<file path="src/rtl/gsm_param_if.sv">
// rtl/gsm_param_if.sv - command handshake bundle between the game logic and the game-state manager
interface gsm_param_if;
  logic       cmd_valid;
  logic [2:0] cmd;
  logic       cmd_ready;
  logic       cmd_ack;
  logic       cmd_err;

  modport master (
    output cmd_valid,
    output cmd,
    input  cmd_ready,
    input  cmd_ack,
    input  cmd_err
  );

  modport slave (
    input  cmd_valid,
    input  cmd,
    output cmd_ready,
    output cmd_ack,
    output cmd_err
  );
endinterface

</file>
<file path="src/rtl/gsm_param.sv">
// rtl/gsm_param.sv - parametrised mole-game state manager: state, stage, lives, score, countdown timer
module gsm_param #(
  parameter int CLK_PER_MS   = 1000,
  parameter int MS_PER_SEC   = 1000,
  parameter int NUM_STAGES   = 3,
  parameter int MAX_LIVES    = 3,
  parameter int SCORE_W      = 10,
  parameter int SCORE_STEP   = 10,
  parameter int TIMER_W      = 7,
  parameter int READY_SEC    = 5,
  parameter int PLAY_SEC     = 60,
  parameter int STAGE_DEC    = 10,
  parameter int MIN_PLAY_SEC = 20
) (
  input  logic                              clk_1mhz,
  input  logic                              rst_n,
  gsm_param_if.slave                        cmd_if,
  output logic                              sec_tick,
  output logic                              timer_running,
  output logic [TIMER_W-1:0]                timer,
  output logic [2:0]                        state,
  output logic [$clog2(NUM_STAGES+1)-1:0]   stage,
  output logic [3:0]                        lives,
  output logic [SCORE_W-1:0]                score,
  output logic [SCORE_W-1:0]                hi_score
);

  localparam int STAGE_W = $clog2(NUM_STAGES + 1);
  localparam int MS_W    = $clog2(CLK_PER_MS + 1);
  localparam int SEC_W   = $clog2(MS_PER_SEC + 1);

  localparam logic [MS_W-1:0]    MS_LAST    = MS_W'(CLK_PER_MS - 1);
  localparam logic [SEC_W-1:0]   SEC_LAST   = SEC_W'(MS_PER_SEC - 1);
  localparam logic [STAGE_W-1:0] LAST_STAGE = STAGE_W'(NUM_STAGES);
  localparam logic [STAGE_W-1:0] FIRST_STG  = STAGE_W'(1);
  localparam logic [3:0]         FULL_LIVES = 4'(MAX_LIVES);
  localparam logic [SCORE_W-1:0] SCORE_MAX  = '1;
  localparam logic [TIMER_W-1:0] READY_LEN  = TIMER_W'(READY_SEC);

  localparam logic [2:0] CMD_ADD_SCORE  = 3'd0;
  localparam logic [2:0] CMD_LOSE_LIFE  = 3'd1;
  localparam logic [2:0] CMD_PAUSE      = 3'd2;
  localparam logic [2:0] CMD_RESUME     = 3'd3;
  localparam logic [2:0] CMD_ARM        = 3'd4;
  localparam logic [2:0] CMD_NEXT_STAGE = 3'd5;
  localparam logic [2:0] CMD_RESTART    = 3'd6;

  typedef enum logic [2:0] {
    ST_READY     = 3'd0,
    ST_PLAY      = 3'd1,
    ST_PAUSE     = 3'd2,
    ST_OVER      = 3'd3,
    ST_STAGE_CLR = 3'd4,
    ST_GAME_CLR  = 3'd5
  } state_e;

  state_e             state_q, state_d;
  logic [STAGE_W-1:0] stage_q, stage_d;
  logic [3:0]         lives_q, lives_d;
  logic [SCORE_W-1:0] score_q, score_d;
  logic [SCORE_W-1:0] hi_q, hi_d;
  logic [TIMER_W-1:0] timer_q, timer_d;
  logic               running_q, running_d;
  logic [MS_W-1:0]    ms_q, ms_d;
  logic [SEC_W-1:0]   sec_q, sec_d;
  logic               ack_q, ack_d;
  logic               err_q, err_d;
  logic               tick_q, tick_d;
  logic               legal;

  logic               sec_wrap;
  logic               expiry;
  logic [SCORE_W:0]   score_sum;
  logic [SCORE_W-1:0] score_sat;
  logic [SCORE_W-1:0] hi_best;

  // Floor is checked before subtracting so late stages never underflow.
  function automatic logic [TIMER_W-1:0] play_len(input logic [STAGE_W-1:0] s);
    int dec;
    dec = (int'(s) - 1) * STAGE_DEC;
    if (dec + MIN_PLAY_SEC >= PLAY_SEC) return TIMER_W'(MIN_PLAY_SEC);
    return TIMER_W'(PLAY_SEC - dec);
  endfunction

  assign sec_wrap  = running_q && (ms_q == MS_LAST) && (sec_q == SEC_LAST);
  assign expiry    = sec_wrap && (timer_q <= TIMER_W'(1));
  assign score_sum = {1'b0, score_q} + (SCORE_W + 1)'(SCORE_STEP);
  assign score_sat = score_sum[SCORE_W] ? SCORE_MAX : score_sum[SCORE_W-1:0];
  assign hi_best   = (score_q > hi_q) ? score_q : hi_q;

  // The expiry wrap owns the cycle; any offered command waits one cycle.
  assign cmd_if.cmd_ready = !expiry;

  always_comb begin
    state_d   = state_q;
    stage_d   = stage_q;
    lives_d   = lives_q;
    score_d   = score_q;
    hi_d      = hi_q;
    timer_d   = timer_q;
    running_d = running_q;
    ms_d      = ms_q;
    sec_d     = sec_q;
    ack_d     = 1'b0;
    err_d     = 1'b0;
    tick_d    = 1'b0;
    legal     = 1'b0;

    if (running_q) begin
      if (ms_q == MS_LAST) begin
        ms_d  = '0;
        sec_d = (sec_q == SEC_LAST) ? '0 : sec_q + SEC_W'(1);
      end else begin
        ms_d = ms_q + MS_W'(1);
      end
    end

    if (sec_wrap) begin
      tick_d = 1'b1;
      if (timer_q != '0) timer_d = timer_q - TIMER_W'(1);
    end

    if (expiry) begin
      case (state_q)
        ST_READY: begin
          state_d = ST_PLAY;
          timer_d = play_len(stage_q);
          ms_d    = '0;
          sec_d   = '0;
        end
        ST_PLAY: begin
          running_d = 1'b0;
          if (stage_q < LAST_STAGE) begin
            state_d = ST_STAGE_CLR;
          end else begin
            state_d = ST_GAME_CLR;
            hi_d    = hi_best;
          end
        end
        default: ;
      endcase
    end else if (cmd_if.cmd_valid) begin
      case (cmd_if.cmd)
        CMD_ADD_SCORE: if (state_q == ST_PLAY) begin
          legal   = 1'b1;
          score_d = score_sat;
        end
        CMD_LOSE_LIFE: if (state_q == ST_PLAY) begin
          legal = 1'b1;
          if (lives_q != 4'd0) lives_d = lives_q - 4'd1;
          if (lives_q <= 4'd1) begin
            state_d   = ST_OVER;
            running_d = 1'b0;
            hi_d      = hi_best;
          end
        end
        CMD_PAUSE: if (state_q == ST_PLAY) begin
          legal     = 1'b1;
          state_d   = ST_PAUSE;
          running_d = 1'b0;
        end
        CMD_RESUME: if (state_q == ST_PAUSE) begin
          legal     = 1'b1;
          state_d   = ST_PLAY;
          running_d = 1'b1;
        end
        CMD_ARM: if (state_q == ST_READY && !running_q) begin
          legal     = 1'b1;
          timer_d   = READY_LEN;
          running_d = 1'b1;
          ms_d      = '0;
          sec_d     = '0;
        end
        CMD_NEXT_STAGE: if (state_q == ST_STAGE_CLR) begin
          legal     = 1'b1;
          state_d   = ST_READY;
          if (stage_q < LAST_STAGE) stage_d = stage_q + STAGE_W'(1);
          timer_d   = '0;
          running_d = 1'b0;
          ms_d      = '0;
          sec_d     = '0;
        end
        CMD_RESTART: if (state_q == ST_OVER || state_q == ST_GAME_CLR || state_q == ST_READY) begin
          legal     = 1'b1;
          state_d   = ST_READY;
          stage_d   = FIRST_STG;
          lives_d   = FULL_LIVES;
          score_d   = '0;
          timer_d   = '0;
          running_d = 1'b0;
          ms_d      = '0;
          sec_d     = '0;
        end
        default: ;
      endcase
      ack_d = legal;
      err_d = !legal;
    end
  end

  always_ff @(posedge clk_1mhz) begin
    if (!rst_n) begin
      state_q   <= ST_READY;
      stage_q   <= FIRST_STG;
      lives_q   <= FULL_LIVES;
      score_q   <= '0;
      hi_q      <= '0;
      timer_q   <= '0;
      running_q <= 1'b0;
      ms_q      <= '0;
      sec_q     <= '0;
      ack_q     <= 1'b0;
      err_q     <= 1'b0;
      tick_q    <= 1'b0;
    end else begin
      state_q   <= state_d;
      stage_q   <= stage_d;
      lives_q   <= lives_d;
      score_q   <= score_d;
      hi_q      <= hi_d;
      timer_q   <= timer_d;
      running_q <= running_d;
      ms_q      <= ms_d;
      sec_q     <= sec_d;
      ack_q     <= ack_d;
      err_q     <= err_d;
      tick_q    <= tick_d;
    end
  end

  assign cmd_if.cmd_ack = ack_q;
  assign cmd_if.cmd_err = err_q;
  assign sec_tick       = tick_q;
  assign timer_running  = running_q;
  assign timer          = timer_q;
  assign state          = state_q;
  assign stage          = stage_q;
  assign lives          = lives_q;
  assign score          = score_q;
  assign hi_score       = hi_q;

endmodule

</file>
<file path="src/flat_wrapper.sv">
// flat-port wrapper written by rule: the top's interface ports become plain ports
module gsm_param_flat 
#(
  parameter int CLK_PER_MS   = 1000,
  parameter int MS_PER_SEC   = 1000,
  parameter int NUM_STAGES   = 3,
  parameter int MAX_LIVES    = 3,
  parameter int SCORE_W      = 10,
  parameter int SCORE_STEP   = 10,
  parameter int TIMER_W      = 7,
  parameter int READY_SEC    = 5,
  parameter int PLAY_SEC     = 60,
  parameter int STAGE_DEC    = 10,
  parameter int MIN_PLAY_SEC = 20
)
  (clk_1mhz, rst_n, sec_tick, timer_running, timer, state, stage, lives, score, hi_score, cmd_if_cmd_valid, cmd_if_cmd, cmd_if_cmd_ready, cmd_if_cmd_ack, cmd_if_cmd_err);
  gsm_param_if cmd_if_i ();
  input  logic clk_1mhz;
  input  logic rst_n;
  output logic sec_tick;
  output logic timer_running;
  output logic [TIMER_W-1:0] timer;
  output logic [2:0] state;
  output logic [$clog2(NUM_STAGES+1)-1:0] stage;
  output logic [3:0] lives;
  output logic [SCORE_W-1:0] score;
  output logic [SCORE_W-1:0] hi_score;
  input wire logic [$bits(cmd_if_i.cmd_valid)-1:0] cmd_if_cmd_valid;
  input wire logic [$bits(cmd_if_i.cmd)-1:0] cmd_if_cmd;
  output wire logic [$bits(cmd_if_i.cmd_ready)-1:0] cmd_if_cmd_ready;
  output wire logic [$bits(cmd_if_i.cmd_ack)-1:0] cmd_if_cmd_ack;
  output wire logic [$bits(cmd_if_i.cmd_err)-1:0] cmd_if_cmd_err;
  assign cmd_if_i.cmd_valid = cmd_if_cmd_valid;
  assign cmd_if_i.cmd = cmd_if_cmd;
  assign cmd_if_cmd_ready = cmd_if_i.cmd_ready;
  assign cmd_if_cmd_ack = cmd_if_i.cmd_ack;
  assign cmd_if_cmd_err = cmd_if_i.cmd_err;
  gsm_param #(.CLK_PER_MS(CLK_PER_MS), .MS_PER_SEC(MS_PER_SEC), .NUM_STAGES(NUM_STAGES), .MAX_LIVES(MAX_LIVES), .SCORE_W(SCORE_W), .SCORE_STEP(SCORE_STEP), .TIMER_W(TIMER_W), .READY_SEC(READY_SEC), .PLAY_SEC(PLAY_SEC), .STAGE_DEC(STAGE_DEC), .MIN_PLAY_SEC(MIN_PLAY_SEC)) u_core (.clk_1mhz(clk_1mhz), .rst_n(rst_n), .cmd_if(cmd_if_i), .sec_tick(sec_tick), .timer_running(timer_running), .timer(timer), .state(state), .stage(stage), .lives(lives), .score(score), .hi_score(hi_score));
endmodule
</file>
<file path="config.mk">
export PLATFORM = sky130hd
export DESIGN_NAME = gsm_param_flat
export DESIGN_NICKNAME = d
export VERILOG_FILES = /design/src/rtl/gsm_param_if.sv /design/src/rtl/gsm_param.sv /design/src/flat_wrapper.sv
export SDC_FILE = /design/constraint.sdc
export NUM_CORES = 1
export LEC_CHECK = 0
export CORE_UTILIZATION = 30
export DETAILED_ROUTE_END_ITERATION = 10
export GPL_TIMING_DRIVEN = 0
export MAX_ROUTING_LAYER = met4
export PLACE_DENSITY = 0.48
export SYNTH_ARGS = -nofsm -noshare
export SYNTH_HDL_FRONTEND = slang
export SYNTH_SLANG_ARGS = --single-unit
</file>
<file path="constraint.sdc">
create_clock -name clk_1mhz -period 4 [get_ports clk_1mhz]
set_clock_uncertainty 0.05 [all_clocks]
set_input_delay 0.6 -clock clk_1mhz [delete_from_list [all_inputs] [get_ports clk_1mhz]]
set_output_delay 0.6 -clock clk_1mhz [all_outputs]
set_load 0.05 [all_outputs]
</file>
==> metrics, run 1 <==
CP Max Fanout=10; Worst-path clk slew=around 0.050 ns; async set-reset flop share out of synthesis=0%; number of synthesized flops with an enable pin=0; Starting Density=slightly above 30%; Yosys reg bits=60; Slew Viols, Final=0; largest net degree at the start of global routing=11; Post-CTS Setup Bufs=0; Hold WC Path Type=reg2reg; Num Clock Sinks=60; min Tclk post-route=approximately 3.2 ns; CP endpoint kind=output pin; r2r setup slk=1.57 ns; DRT iter0 DRCs=168; per-cell routed wire length=14.9 um; Post-Synthesis Cells=around 470; top achievable clock speed=between 300 and 400 MHz; final hold viol count=0; Core Region=~13000 um^2; vias in the first global route=3459; Worst Min Path Start=u_core.hi_score[3]$_SDFFE_PN0P_; CTS tree=done; initial antenna violation count=0; # setup viols final=0; Worst EP required=about 3.4 ns; post-cts sizing count=0; Synth Flop Type=dfxtp_1; LEAKAGE=around 1.8 nW; layout cells sized above 1=10.3%; Post-Syn Area per Cell=between 8 and 9 um^2; r2r endpoint=u_core.sec_q[8]$_SDFF_PN0_; status=complete, no violations; GP Congestion=approximately 0.9; register area share after synthesis=approximately 31%; Seq. cell area=about 1200 um^2; Startpoint Class=register; number of CTS-inserted buffers=9; Die Area=about 13000 um^2; worst vdd ir=between 0.0001 and 0.00015 V; setup TNS=0 ns; RSZ-0062 raised after global routing=false; gr usage total=17.6%; max-cap violations=0; cell count of the worst reg-to-reg path=7; DR DRC count=0; Nets=~560; placed insts=690; Non-Filler Instances=a little over 700; Worst-Margin Slew=just over 1 ns; Die X=around 120 um; DP Worst Slack=approximately 0.94 ns; Multi-input gate area=roughly 2500 um^2; Syn. warnings=0; Hold EP=u_core.hi_score[3]$_SDFFE_PN0P_; Port Buf Inserts=44; GRT overflow=0; Root Driver=clkbuf_16; Post-Synthesis Cell Area=3900 um^2; WS Path Type=reg2out; critical path arrival=~2.5 ns; row count=around 40; PnR worst setup slack=~0.82 ns; ANT cells=0; FILL cells=about 1300; first-pass detailed-route iteration total=4; die height=~120 um; worst-case clock buffer depth=2; worst hold stages=2; max_slew headroom=a little under a third; Mapped Nets=507; antenna-violating nets left=0; Clock Latency Late Sink=0.34 ns; routed wire length=between 10000 and 15000 um; PwrDens=roughly 330 nW/um^2; HPWL Detailed=between 7000 and 8000 um; Vias=between 3000 and 4000; vias per inst=about 5; Ports=47; reg2reg start=u_core.state[0]$_SDFFE_PN0P_; post-synthesis cell type count=69; H-tree depth=3; first-pass GRT wire length=17500 um; Post-CTS Hold Buffers=0; Tcrit/Tclk final=around 80%; Area Overhead vs Synth=24.9%
worst max-delay path, stage by stage, from the launching register on:
cell	delay, ns
dfxtp_1	0.36
buf_4	0.20
nand3_2	0.19
nor3_2	0.46
nand3_2	0.22
clkdlybuf4s50_1	0.76
state kept, by name (all words and copies together), names as in the netlist:
| register | cells |
|---|---|
| u_core.state | 3 |
| u_core.sec_q | 10 |
| u_core.score | 10 |
| u_core.stage | 2 |
| u_core.sec_tick | 1 |
| u_core.timer_running | 1 |
| u_core.ms_q | 10 |
| u_core.hi_score | 10 |
| u_core.cmd_if.cmd_ack | 1 |
| u_core.cmd_if.cmd_err | 1 |
| u_core.timer | 7 |
| u_core.lives | 4 |
cells by family after synthesis:
family	count (synthesis)	share of synthesized area, %
DFF	60	30.8
muxes	9	2.79
AOI/OAI and AO/OA	114	20.5
and+or+nand+nor	188	26.1
xor gates and xnor gates	24	5.39
adders and majority gates	27	8.66
buffers and inverters	52	5.80
worst max-delay path by stage:
stage	startpoint	endpoint	slack [ns]
floorplan	u_core.timer_running$_SDFFE_PN0P_	u_core.score[6]$_SDFFE_PN0P_	1.39
global placement	cmd_if_cmd[0]	u_core.sec_q[8]$_SDFF_PN0_	0.97
detailed placement	cmd_if_cmd[0]	u_core.sec_q[6]$_SDFF_PN0_	0.94
CTS	u_core.ms_q[0]$_SDFF_PN0_	cmd_if_cmd_ready	0.81
global route	u_core.timer_running$_SDFFE_PN0P_	cmd_if_cmd_ready	0.64
finish	u_core.timer_running$_SDFFE_PN0P_	cmd_if_cmd_ready	0.82
cell usage after synthesis (all sizes together) (3+ instances only):
| master | instances | share of area, % |
|---|---|---|
| and3 | 3 | 0.48 |
| nand4 | 7 | 1.1 |
| nand2 | 30 | 2.9 |
| xnor2 | 15 | 3.4 |
| nor3 | 17 | 2.6 |
| buf | 10 | 1.8 |
| nor2 | 58 | 6.0 |
| a211o | 4 | 0.90 |
| a211oi | 4 | 1.3 |
| ha | 27 | 8.7 |
| or2 | 3 | 0.48 |
| o21a | 3 | 0.58 |
| or3 | 6 | 1.2 |
| o21ai | 26 | 3.4 |
| clkbuf | 13 | 1.3 |
| nand2b | 9 | 1.4 |
| nor4 | 5 | 1.2 |
| mux2i | 7 | 2.1 |
| a21o | 6 | 1.2 |
| inv | 28 | 2.7 |
| xor2 | 9 | 2.0 |
| a21oi | 29 | 3.7 |
| o211ai | 3 | 0.58 |
| o221a | 9 | 2.6 |
| o31ai | 3 | 0.58 |
| nand4b | 4 | 0.90 |
| nor2b | 5 | 0.80 |
| nand3 | 27 | 4.0 |
| a31oi | 11 | 1.8 |
| dfxtp | 60 | 31 |
per-layer routing:
metal	vias up	global-route usage, %	wire length, um
met5	-	-	0
met4	0	9.23	330
met3	29	3.61	557
met2	99	28.1	4770
met1	1683	20.9	4830
li1	1812	-	-
area by class of cell:
type / instances / area share, %
plain buffers: 23 / 2.41
well taps: 172 / 4.42
inverters: 29 / 2.23
clock buffers: 13 / 5.55
clock inverters: 3 / 0.899
flip-flops and latches: 60 / 24.7
repair buffers: 44 / 9.04
multi-input cells: 362 / 50.8
through the flow:
stage / area [um^2] / util (%) / hold WS (ns) / power, mW
floorplan: 3900 / - / 0.426 / 0.756
global placement: 4560 / 36.0 / 0.430 / 0.806
detailed placement: 4560 / 36.0 / 0.439 / 0.808
CTS: 4870 / 38.4 / 0.444 / 1.64
global route: 4870 / 38.4 / 0.457 / 1.68
finish: 4870 / 38.4 / 0.442 / 1.61
cell usage in the layout (no fill, tap or decap), types with 11 or more instances in the layout:
master / count
o21ai_0: 25
xnor2_1: 15
ha_1: 27
inv_1: 28
nand2_1: 30
clkdlybuf4s50_1: 44
nor3_1: 15
a31oi_1: 11
nor2_1: 57
dfxtp_1: 60
a21oi_1: 29
nand3_1: 24
clkbuf_1: 14
power by group:
group          internal, mW  total, mW  switching (mW)
clock                 0.533      0.810           0.278
combinational        0.0628      0.182           0.119
sequential            0.605      0.614         0.00881
total                  1.20       1.61           0.405
No activity file was read; power rests on OpenSTA's default activity.
==> inputs of run 2 (changes only) <==
- PLACE_DENSITY: 0.48 -> 0.5
- clock period: 4 -> 2.8 ns (I/O delays scaled with it)
==> run 2 against run 1 <==
  * First-iteration DRC count increased by 33%
  * Clock power increased by 33%
  * Non-clock buffer count unchanged
  * Critical path depth decreased by 1
  * Worst hold slack got worse by 0.0014 ns
  * Sequential share of layout area increased by 0.12 points
  * Setup slack got worse by 0.61 ns
  * Combinational power increased by 42%
  * Critical endpoint unchanged
==> metrics, run 2 (synthesized netlist as in run 1, its figures left out) <==
PwrDens=457 nW/um^2 (+39%); max-cap violations=0 (unchanged); first-pass detailed-route iteration total=4 (unchanged); slowest stage cell, crit path=dlygate4sd2_1; min Tclk post-route=~2.6 ns; status=complete, no violations; CTS tree=done; layout cells sized above 1=9.76% (-0.54 points); routed wire length=10200 um (-2.4%); Worst EP required=2.33 ns (-1.02 ns); final hold viol count=0 (unchanged); Hold WC Path Type=reg2reg; WS Path Type=reg2out; Ports=47 (unchanged); Startpoint Class=register; most frequent cells in the layout=dfxtp_1 (60), nor2_1 (57), clkdlybuf4s50_1 (43), nand2_1 (30), a21oi_1 (29); Port Buf Inserts=44 (unchanged); die height=116 um (unchanged); LEAKAGE=1.77 nW (about the same); ANT cells=0 (unchanged); CP Max Fanout=5 (-5); Die Area=13500 um^2 (unchanged); Post-CTS Setup Bufs=0 (unchanged); worst-case clock buffer depth=2 (unchanged); HPWL Detailed=7690 um (-1.7%); CP endpoint kind=output pin; vias per inst=5.08 (-1.1%); Worst-Margin Slew=0.997 ns (-0.0364 ns); max_slew headroom=32.5% (+2.5 points); # setup viols final=0 (unchanged); most common cell after layout, fill and taps aside=dfxtp_1; vias in the first global route=3441 (-0.52%); per-cell routed wire length=14.5 um (-2.3%); DR DRC count=0 (unchanged); antenna-violating nets left=0 (unchanged); Tcrit/Tclk final=92.7%; Num Clock Sinks=60 (unchanged); placed insts=690 (unchanged); Core Region=12700 um^2 (unchanged); post-layout instance area=4850 um^2 (-0.49%); Die X=116 um (unchanged); Clock Latency Late Sink=0.33 ns (about the same); fin util=38.3% (-0.19 points); row count=41 (unchanged); initial antenna violation count=0 (unchanged); Slew Viols, Final=0 (unchanged); gr usage total=17.0% (-0.62 points); Nets=562 (unchanged); Area Overhead vs Synth=24.2%; Max stage delay on crit path=0.47 ns (-0.29 ns); worst vdd ir=0.000387 V (+200%); number of CTS-inserted buffers=9 (unchanged); GRT overflow=0 (unchanged); Non-Filler Instances=705 (-0.14%); GP Congestion=0.876 (-0.65%); Starting Density=30.8% (unchanged); Worst-path clk slew=0.05 ns (about the same); Root Driver=clkbuf_16; DRT iter0 DRCs=223 (+33%); H-tree depth=3 (unchanged); critical path arrival=2.13 ns (-0.40 ns); largest net degree at the start of global routing=11 (unchanged); Vias=3579 (-1.2%); crit path cell chain=or3_1 -> a211oi_4 -> nand3_2 -> dlygate4sd2_1; top achievable clock speed=around 390 MHz; Area after DPL=4560 um^2 (unchanged); first-pass GRT wire length=16900 um (-3.4%)
run 2: cell count changes in the layout (fill, tap and decap cells not counted):
| cell | change |
|---|---|
| dlygate4sd2_1 | +1 |
| nor3_2 | -1 |
| clkbuf_1 | +2 |
| clkdlybuf4s50_1 | -1 |
| clkbuf_8 | -2 |
| clkinv_4 | -1 |
| nor3_4 | +1 |
run 2: report_power, final:
part	internal (mW)	switching, mW	leakage, nW
Combinational	0.0896	0.170	1.15
Sequential	0.865	0.0123	0.484
Clock	0.706	0.373	0.140
run 2: critical path, delay by kind of cell, from the launching register on:
kind	cells	cell delay [ns]
and+or+nand+nor	2	0.62
DFF	1	0.35
buffers and inverters	1	0.47
AOI/OAI and AO/OA	1	0.35
run 2: worst paths after layout:
check | startpoint | cells after the start | slack [ns] | end
worst max register to register | u_core.state[0]$_SDFFE_PN0P_ | 7 | 0.33 | u_core.sec_q[0]$_SDFF_PN0_
worst min register to register | u_core.hi_score[8]$_SDFFE_PN0P_ | 2 | 0.44 | u_core.hi_score[8]$_SDFFE_PN0P_
worst max-delay path | u_core.timer[2]$_SDFF_PN0_ | 4 | 0.20 | cmd_if_cmd_ready
worst min-delay path | u_core.hi_score[8]$_SDFFE_PN0P_ | 2 | 0.44 | u_core.hi_score[8]$_SDFFE_PN0P_
run 2: metal layers:
metal	up-vias	wire [um]	GRT usage, %	share of wire [%]
met5	-	0	-	0
met4	0	106	5.98	1.0
met3	9	410	4.39	4.0
met2	73	5000	28.3	49
met1	1683	4720	19.7	46
li1	1814	-	-	-
run 2: timing repair:
action | in CTS | in global routing
endpoints found under the setup margin | 1 | 1
cloned | 0 | 0
gates resized for setup | 1 | 1
hold buffers | 0 | 0
run 2: final cells by class:
cell class	instances	area, um^2
buffer	23	118
clock buffer	13	250
clock inverter	2	35.0
fill	1323	7820
inverter	29	109
multi-input combinational	362	2480
sequential	60	1200
tap	172	215
timing repair buffer	44	439
run 2: stage by stage:
step / total power, mW / hold slack (ns) / worst slack, ns / TNS, ns
detailed placement: 1.15 / 0.433 / -0.107 / -0.653
finish: 2.22 / 0.440 / 0.204 / 0
global placement: 1.15 / 0.429 / -0.0288 / -0.180
global route: 2.31 / 0.463 / -0.00752 / -0.0102
floorplan: 1.08 / 0.426 / 0.193 / 0
CTS: 2.26 / 0.443 / 0.0730 / 0
